File: config.mk
export PLATFORM = sky130hd
export DESIGN_NAME = programmable_blinker_flat
export DESIGN_NICKNAME = d
export VERILOG_FILES = /design/src/rtl/programmable_blinker_pkg.sv /design/src/rtl/programmable_blinker_if.sv /design/src/rtl/programmable_blinker_blink_divider.sv /design/src/rtl/programmable_blinker.sv /design/src/flat_wrapper.sv
export SDC_FILE = /design/constraint.sdc
export NUM_CORES = 1
export LEC_CHECK = 0
export ABC_AREA = 1
export CAP_MARGIN = 20
export CORE_MARGIN = 2
export CORE_UTILIZATION = 40
export CTS_BUF_LIST = sky130_fd_sc_hd__clkbuf_4 sky130_fd_sc_hd__clkbuf_8 sky130_fd_sc_hd__clkbuf_16
export DETAILED_ROUTE_END_ITERATION = 12
export MAX_ROUTING_LAYER = met4
export PLACE_DENSITY_LB_ADDON = 0.3
export SLEW_MARGIN = 5
export SYNTH_ARGS = -nofsm -noshare
export SYNTH_HDL_FRONTEND = slang
export SYNTH_SLANG_ARGS = --single-unit
export TNS_END_PERCENT = 50
File: constraint.sdc
create_clock -name clk -period 2.5 [get_ports clk]
set_input_delay 0.25 -clock clk [delete_from_list [all_inputs] [get_ports clk]]
set_output_delay 0.25 -clock clk [all_outputs]
set_load 0.005 [all_outputs]
File: src/rtl/programmable_blinker_pkg.sv
// Shared defaults for the slow and fast blinker instances.
// The fast instance differs only in its base half-period.
package programmable_blinker_pkg;

    localparam int NUM_SPEEDS      = 4;
    localparam int IDX_W           = 2;
    localparam int DEFAULT_IDX     = 1;
    localparam int CNT_W           = 5;
    localparam int SLOW_BASE_HALF  = 2;
    localparam int FAST_BASE_HALF  = 1;

endpackage : programmable_blinker_pkg

File: src/rtl/programmable_blinker_if.sv
// Strobe inputs and blink/speed outputs of one programmable blinker.
interface programmable_blinker_if #(
    parameter int IDX_W = programmable_blinker_pkg::IDX_W
);
    logic             tick;
    logic             shift_left;
    logic             shift_right;
    logic             blink;
    logic [IDX_W-1:0] speed_idx;

    modport master (
        output tick, shift_left, shift_right,
        input  blink, speed_idx
    );

    modport slave (
        input  tick, shift_left, shift_right,
        output blink, speed_idx
    );
endinterface : programmable_blinker_if

File: src/rtl/programmable_blinker_blink_divider.sv
// Divides the tick strobe by a run-time half-period and toggles blink
// each time half ticks have been counted since the last toggle or clear.
module blink_divider #(
    parameter int CNT_W = programmable_blinker_pkg::CNT_W
) (
    input  logic           clk,
    input  logic           reset,
    input  logic           tick,
    input  logic           clear,
    input  logic [CNT_W:0] half,
    output logic           blink
);
    logic [CNT_W-1:0] cnt_q, cnt_d;
    logic             blink_q, blink_d;
    logic [CNT_W:0]   last_cnt;

    assign last_cnt = half - (CNT_W+1)'(1);

    // Comparing with >= also recovers from a count beyond the terminal value.
    always_comb begin
        cnt_d   = cnt_q;
        blink_d = blink_q;
        if (clear) begin
            cnt_d = '0;
        end else if (tick) begin
            if ({1'b0, cnt_q} >= last_cnt) begin
                cnt_d   = '0;
                blink_d = ~blink_q;
            end else begin
                cnt_d = cnt_q + CNT_W'(1);
            end
        end
    end

    always_ff @(posedge clk or posedge reset) begin
        if (reset) begin
            cnt_q   <= '0;
            blink_q <= 1'b0;
        end else begin
            cnt_q   <= cnt_d;
            blink_q <= blink_d;
        end
    end

    assign blink = blink_q;

endmodule : blink_divider

File: src/rtl/programmable_blinker.sv
// Saturating speed index driven by shift strobes; selects the half-period
// of the blink divider and restarts its count on every effective change.
module programmable_blinker
    import programmable_blinker_pkg::*;
#(
    parameter int NUM_SPEEDS  = programmable_blinker_pkg::NUM_SPEEDS,
    parameter int IDX_W       = programmable_blinker_pkg::IDX_W,
    parameter int DEFAULT_IDX = programmable_blinker_pkg::DEFAULT_IDX,
    parameter int BASE_HALF   = programmable_blinker_pkg::SLOW_BASE_HALF,
    parameter int CNT_W       = programmable_blinker_pkg::CNT_W
) (
    input  logic                   clk,
    input  logic                   reset,
    programmable_blinker_if.slave  bus
);
    localparam logic [IDX_W-1:0] MAX_IDX   = IDX_W'(NUM_SPEEDS - 1);
    localparam logic [IDX_W-1:0] RESET_IDX = IDX_W'(DEFAULT_IDX);
    localparam logic [CNT_W:0]   HALF_MIN  = (CNT_W+1)'(BASE_HALF);

    logic [IDX_W-1:0] speed_idx_q, speed_idx_d;
    logic [IDX_W-1:0] shamt;
    logic [CNT_W:0]   half;
    logic             step_up;
    logic             step_down;
    logic             clear;

    assign step_up   = bus.shift_right & ~bus.shift_left & (speed_idx_q < MAX_IDX);
    assign step_down = bus.shift_left & ~bus.shift_right & (speed_idx_q != '0);
    assign clear     = step_up | step_down;

    always_comb begin
        speed_idx_d = speed_idx_q;
        if (step_up) begin
            speed_idx_d = speed_idx_q + IDX_W'(1);
        end else if (step_down) begin
            speed_idx_d = speed_idx_q - IDX_W'(1);
        end
    end

    always_ff @(posedge clk or posedge reset) begin
        if (reset) begin
            speed_idx_q <= RESET_IDX;
        end else begin
            speed_idx_q <= speed_idx_d;
        end
    end

    // Higher index means a faster blink, so the fastest index uses BASE_HALF.
    assign shamt = MAX_IDX - speed_idx_q;
    assign half  = HALF_MIN << shamt;

    blink_divider #(
        .CNT_W (CNT_W)
    ) u_divider (
        .clk   (clk),
        .reset (reset),
        .tick  (bus.tick),
        .clear (clear),
        .half  (half),
        .blink (bus.blink)
    );

    assign bus.speed_idx = speed_idx_q;

endmodule : programmable_blinker

File: src/flat_wrapper.sv
// flat-port wrapper written by rule: the top's interface ports become plain ports
module programmable_blinker_flat import programmable_blinker_pkg::*;
#(
    parameter int NUM_SPEEDS  = programmable_blinker_pkg::NUM_SPEEDS,
    parameter int IDX_W       = programmable_blinker_pkg::IDX_W,
    parameter int DEFAULT_IDX = programmable_blinker_pkg::DEFAULT_IDX,
    parameter int BASE_HALF   = programmable_blinker_pkg::SLOW_BASE_HALF,
    parameter int CNT_W       = programmable_blinker_pkg::CNT_W
)
  (clk, reset, bus_tick, bus_shift_left, bus_shift_right, bus_blink, bus_speed_idx);
  programmable_blinker_if #(.IDX_W(IDX_W)) bus_i ();
  input  logic clk;
  input  logic reset;
  input wire logic [$bits(bus_i.tick)-1:0] bus_tick;
  input wire logic [$bits(bus_i.shift_left)-1:0] bus_shift_left;
  input wire logic [$bits(bus_i.shift_right)-1:0] bus_shift_right;
  output wire logic [$bits(bus_i.blink)-1:0] bus_blink;
  output wire logic [$bits(bus_i.speed_idx)-1:0] bus_speed_idx;
  assign bus_i.tick = bus_tick;
  assign bus_i.shift_left = bus_shift_left;
  assign bus_i.shift_right = bus_shift_right;
  assign bus_blink = bus_i.blink;
  assign bus_speed_idx = bus_i.speed_idx;
  programmable_blinker #(.NUM_SPEEDS(NUM_SPEEDS), .IDX_W(IDX_W), .DEFAULT_IDX(DEFAULT_IDX), .BASE_HALF(BASE_HALF), .CNT_W(CNT_W)) u_core (.clk(clk), .reset(reset), .bus(bus_i));
endmodule
==> flow_summary.json, run 1 <==
{
  "skew_ns": 0.00770,
  "stdcell_area_um2": 694,
  "finalHoldViolCount": 0,
  "cts.clk_slew.worst_paths_ns": 0.06,
  "avgSynthCellArea_um2": 7.78,
  "cts_buffer_depth": 2,
  "post_cts_buffers": 0,
  "dpl_cell_area_um2": 664,
  "grt_pass1_wl_mm": 1.77,
  "p_seq_share_pct": 32.5,
  "cap_violations": 0,
  "synthesis.nets": 84,
  "drc": 0,
  "io_buffers": 7,
  "multi_input_area_um2": 333,
  "nFillCells": 129,
  "p_clk_share_pct": 16.3,
  "ys_seq_elements": 8,
  "worstPathArrival_ns": 2.05,
  "syn_area_um2": 576,
  "max_freq_mhz": 526,
  "finalCritPeriodShare_pct": 76.0,
  "die_y_um": 41.9,
  "num_rows": 13,
  "setup_violations": 0,
  "fin_tns_setup_ns": 0,
  "gr-total-overflow": 0,
  "grt_max_degree": 9,
  "clock-sinks": 8,
  "yosys_warnings": 0,
  "drtPass1Iterations": 4,
  "synth_ff_type": "dfrtp_1",
  "final_antenna_net_count": 0,
  "worstSetupPathType": "flop to flop",
  "h-tree-depth": 1,
  "p_leak_nw": 0.374,
  "yosysMostFrequentCell": "nand2_1",
  "grt_usage_pct": 14.3,
  "critPathLaunchType": "flop",
  "crit_required_ns": 2.65,
  "routed_wl_mm": 1.03,
  "intPower_w": 0.000423,
  "cts_root_buf": "clkbuf_4",
  "viasPerCell": 4.85,
  "cts_buffers": 3,
  "drtIter0Drc": 8,
  "synth_cell_type_count": 16,
  "clk_latency_ns": 0.26,
  "antenna_cells": 0,
  "min_path_type": "input pin to async pin",
  "relSlewSlack_pct": 79.5,
  "worstSetupEndpointType": "flop",
  "synthArstFlopShare_pct": 100,
  "area_growth_pct": 20.7,
  "die_width_um": 41.9,
  "nets": 96,
  "cp_max_fo": 6,
  "io_pins": 8,
  "yosysTopAreaCell": "dfrtp_1",
  "setup_ws_ns": 0.599,
  "p_switching_w": 0.000306,
  "cts_tree": "yes",
  "synthTopCellsByArea": "dfrtp_1 (30%), nand2_1 (14%), ha_1 (11%)",
  "hold_ws_ns": 0.229,
  "period_minus_slack_ns": 1.90,
  "synth_edf_count": 0,
  "detailed_place_hpwl_um": 844,
  "pwr-share-comb_pct": 51.1,
  "postLayoutCoreUtil_pct": 52.7,
  "layout-drive-gt1-share_pct": 14.1,
  "status": "complete, no violations",
  "irDropWorstVdd_uv": 388,
  "grt_antenna_before_repair": 0,
  "p_per_area_nw_per_um2": 1050,
  "sw_frac_of_total_pct": 42.0,
  "post_drt_wl_per_cell_um": 10.3,
  "pre_cts_ws_ns": 0.590,
  "vias": 485,
  "postCtsHoldBufs": 0,
  "synth_common_cells": "nand2_1 (21), inv_1 (11), nor2_1 (8)",
  "synth_top_area_share_pct": 30.4,
  "synth_seq_area_share_pct": 35.0,
  "maxSlewViolCount": 0,
  "globalplace.congestion": 0.852,
  "die_area_um2": 1760,
  "grt_pass1_vias": 410,
  "synthCells": 74,
  "rsz0062_at_grt": "no",
  "ctsResizeCount": 0,
  "tightest_slew_ns": 0.308,
  "core_area_um2": 1320,
  "initial_core_util_pct": 43.7,
  "register_area_um2": 201
}
[metal layers]
metal,track usage (%),routed length (µm),vias to the layer above
met5,-,0,-
met4,11.6,27,0
met3,3.48,63,4
met2,17.8,438,13
met1,19.1,495,212
li1,-,-,256
[final timing paths]
path / depth (start not counted) / to / start / slack, ns
setup / recovery: 10 / u_core.u_divider.cnt_q[2]$_DFFE_PP0P_ / u_core.bus.speed_idx[0]$_DFFE_PP1N_ / 0.60
hold / removal: 2 / u_core.u_divider.cnt_q[2]$_DFFE_PP0P_ / reset / 0.23
setup reg to reg: 10 / u_core.u_divider.cnt_q[2]$_DFFE_PP0P_ / u_core.bus.speed_idx[0]$_DFFE_PP1N_ / 0.60
hold reg to reg: 2 / u_core.u_divider.blink$_DFFE_PP0P_ / u_core.u_divider.blink$_DFFE_PP0P_ / 0.50
max in group asynchronous: 2 / u_core.bus.speed_idx[0]$_DFFE_PP1N_ / reset / 1.98
min in group clk: 2 / u_core.u_divider.blink$_DFFE_PP0P_ / u_core.u_divider.blink$_DFFE_PP0P_ / 0.50
[sequential cells by signal (all words and copies together), names as in the netlist]
name and flops:
u_core.u_divider.blink 1, u_core.bus.speed_idx 2, u_core.u_divider.cnt_q 5
[layout by cell type (no fill, tap or decap), types with 2 or more instances in the layout]
cell type	Yosys	final
nand2_2	2	2
inv_1	11	11
nand2_1	21	21
xor2_1	3	3
o22ai_1	3	3
dfrtp_1	7	7
clkbuf_4	0	4
a21oi_1	3	3
nor2_1	8	8
nand2_4	2	2
nand3_1	4	4
ha_1	5	5
clkdlybuf4s50_1	0	7
[metrics by stage]
step                total power (W)  instances
CTS                        0.000740        100
global placement           0.000605         96
global route               0.000811        100
finish                     0.000729        100
floorplan                  0.000499         74
detailed placement         0.000617         96
[critical path, cell delays in order, from the launching register on]
cell,delay [ns]
dfstp_2,0.57
nand2_2,0.10
ha_1,0.32
ha_1,0.27
nand2_1,0.05
inv_1,0.04
nand3_1,0.07
nand2_1,0.17
nor2_1,0.08
nor2_1,0.09
nor2_1,0.05
[cell families after synthesis]
family          synth area share (%)
compound gates                  5.87
xor+xnor                        4.57
simple gates                    36.5
flops                           35.0
buf+inv                         7.17
fa+ha+maj                       10.9
[cell type report]
class                   instances  area share [%]
clock buffers                   4            4.32
inverters                      11            5.95
multi-input cells              55            47.9
flip-flops and latches          8            29.0
well taps                      15            2.70
repair buffers                  7            10.1
[power groups by stage]
stage / combinational [W] / clock, W / sequential (W)
floorplan: 0.000266 / 0 / 0.000233
global placement: 0.000367 / 0 / 0.000238
detailed placement: 0.000375 / 0 / 0.000242
CTS: 0.000378 / 0.000124 / 0.000238
global route: 0.000427 / 0.000135 / 0.000249
finish: 0.000372 / 0.000119 / 0.000237
(Power assumes the default switching activity.)
==> inputs of run 2 (changes only) <==
Clock period 2.5 ns to 1.7 ns, I/O delays scaled along.
==> run 2 against run 1 <==
The flow now finishes with violations (negative setup slack); utilization increased by 8.6 points; register-to-register slack lost 0.62 ns; cell area grew 16%; critical path depth up 1; clock power up 43%; fmax grew 11%; clock-buffer cell count stayed put; worst hold slack worse by 0.074 ns; first-iteration DRC count shrank 13%; critical endpoint is now u_core.u_divider.cnt_q[4]$_DFFE_PP0P_; largest cell class unchanged.
==> flow_summary.json, run 2 (same netlist as run 1, synthesis figures left out) <==
{
  "drc": 0,
  "maxSlewViolCount": 0,
  "cap_violations": 0,
  "core_area_um2": 1320,
  "antenna_cells": 0,
  "crit_required_ns": 1.84,
  "multi_input_area_um2": 400,
  "cts_tree": "yes",
  "grt_max_degree": 9,
  "cts_buffers": 3,
  "die_width_um": 41.9,
  "drtPass1Iterations": 4,
  "postCtsHoldBufs": 0,
  "clk_latency_ns": 0.25,
  "dpl_cell_area_um2": 727,
  "gr-total-overflow": 0,
  "grt_usage_pct": 16.2,
  "nets": 102,
  "layout-drive-gt1-share_pct": 35.2,
  "finalCritPeriodShare_pct": 101,
  "tightest_slew_ns": 0.306,
  "worstSetupPathType": "flop to flop",
  "finalHoldViolCount": 0,
  "worstSetupEndpointType": "flop",
  "cts_root_buf": "clkbuf_4",
  "pre_cts_ws_ns": -0.0784,
  "die_area_um2": 1760,
  "rsz0062_at_grt": "yes",
  "status": "finished, violations left",
  "regMostFlops": "u_core.u_divider.cnt_q",
  "post_cts_buffers": 0,
  "io_pins": 8,
  "num_rows": 13,
  "p_per_area_nw_per_um2": 1750,
  "layout_commonest_cell": "nand2_1",
  "drtIter0Drc": 7,
  "nFillCells": 121,
  "setup_ws_ns": -0.0187,
  "critPathLaunchType": "flop",
  "routed_wl_mm": 1.16,
  "p_leak_nw": 0.406,
  "area_growth_pct": 40.4,
  "globalplace.congestion": 0.814,
  "grt_antenna_before_repair": 0,
  "final_antenna_net_count": 0,
  "io_buffers": 7,
  "h-tree-depth": 1,
  "max_freq_mhz": 582,
  "irDropWorstVdd_uv": 826,
  "viasPerCell": 4.75,
  "cp_max_fo": 6,
  "final_cell_mix": "nand2_1 (16), inv_1 (8), clkdlybuf4s50_1 (7)",
  "min_path_type": "input pin to async pin",
  "detailed_place_hpwl_um": 921,
  "violations": "negative setup slack",
  "clock-sinks": 8,
  "worstPathArrival_ns": 1.86,
  "relSlewSlack_pct": 79.6,
  "stdcell_area_um2": 808,
  "vias": 504,
  "skew_ns": 0.00678,
  "die_y_um": 41.9,
  "grt_pass1_wl_mm": 2.08,
  "post_drt_wl_per_cell_um": 11.0,
  "grt_pass1_vias": 498,
  "largest_reg_flops": 5,
  "cts.clk_slew.worst_paths_ns": 0.06,
  "setup_violations": 3,
  "register_area_um2": 203,
  "hold_ws_ns": 0.155,
  "initial_core_util_pct": 43.7,
  "period_minus_slack_ns": 1.72,
  "cts_buffer_depth": 2
}
==> run 2: final cells by class <==
class / count / share of cell area (%)
multi-input cells: 55 / 49.5
flip-flops and latches: 8 / 25.1
repair buffers: 13 / 14.2
inverters: 11 / 5.11
clock buffers: 4 / 3.72
well taps: 15 / 2.32
==> run 2: what timing repair did <==
item | CTS | global route
pin swaps | 5 | 10
resized for setup | 6 | 8
setup endpoints to repair | 4 | 6
==> run 2: layer usage <==
metal | wire, µm | vias to the layer above | GRT usage (%)
li1 | - | 269 | -
met1 | 603 | 220 | 21.5
met2 | 486 | 11 | 23.4
met3 | 49 | 4 | 3.48
met4 | 25 | 0 | 7.74
met5 | 0 | - | -
==> run 2: final timing paths <==
check	startpoint	to	slack [ns]	depth (start not counted)
worst max-delay path	u_core.bus.speed_idx[0]$_DFFE_PP1N_	u_core.u_divider.cnt_q[4]$_DFFE_PP0P_	-0.02	11
worst min-delay path	reset	u_core.u_divider.cnt_q[2]$_DFFE_PP0P_	0.15	2
worst max register to register	u_core.bus.speed_idx[0]$_DFFE_PP1N_	u_core.u_divider.cnt_q[4]$_DFFE_PP0P_	-0.02	11
worst min register to register	u_core.u_divider.blink$_DFFE_PP0P_	u_core.u_divider.blink$_DFFE_PP0P_	0.51	2
max in group asynchronous	reset	u_core.bus.speed_idx[0]$_DFFE_PP1N_	1.25	2
min in group clk	u_core.u_divider.blink$_DFFE_PP0P_	u_core.u_divider.blink$_DFFE_PP0P_	0.51	2
==> run 2: through the flow <==
stage | power, W | TNS (ns) | std cells | utilization [%]
2_1_floorplan | 0.000778 | 0 | 74 | -
3_3_place_gp | 0.00105 | -0.120 | 102 | 55.2
3_5_place_dp | 0.00107 | -0.186 | 102 | 55.2
4_1_cts | 0.00134 | -0.0542 | 106 | 59.9
5_1_grt | 0.00157 | -0.388 | 106 | 61.3
6_report | 0.00142 | -0.0266 | 106 | 61.3
==> run 2: worst max-delay path, cell delays in order, from the launching register on <==
cell	delay, ns
dfstp_2	0.57
inv_2	0.05
nand2_2	0.06
ha_4	0.20
ha_4	0.25
nand2_2	0.04
inv_2	0.04
nand3_2	0.08
nand2_4	0.15
nor2_4	0.06
nand2_1	0.06
nand2_1	0.05
==> run 2: power breakdown <==
group / switching [W] / leakage, nW / internal [W] / total, W
registers: 0.0000896 / 0.100 / 0.000271 / 0.000360
clock network: 0.0000642 / 0.0184 / 0.000106 / 0.000170
logic: 0.000446 / 0.287 / 0.000442 / 0.000888
total: 0.000600 / 0.406 / 0.000819 / 0.00142
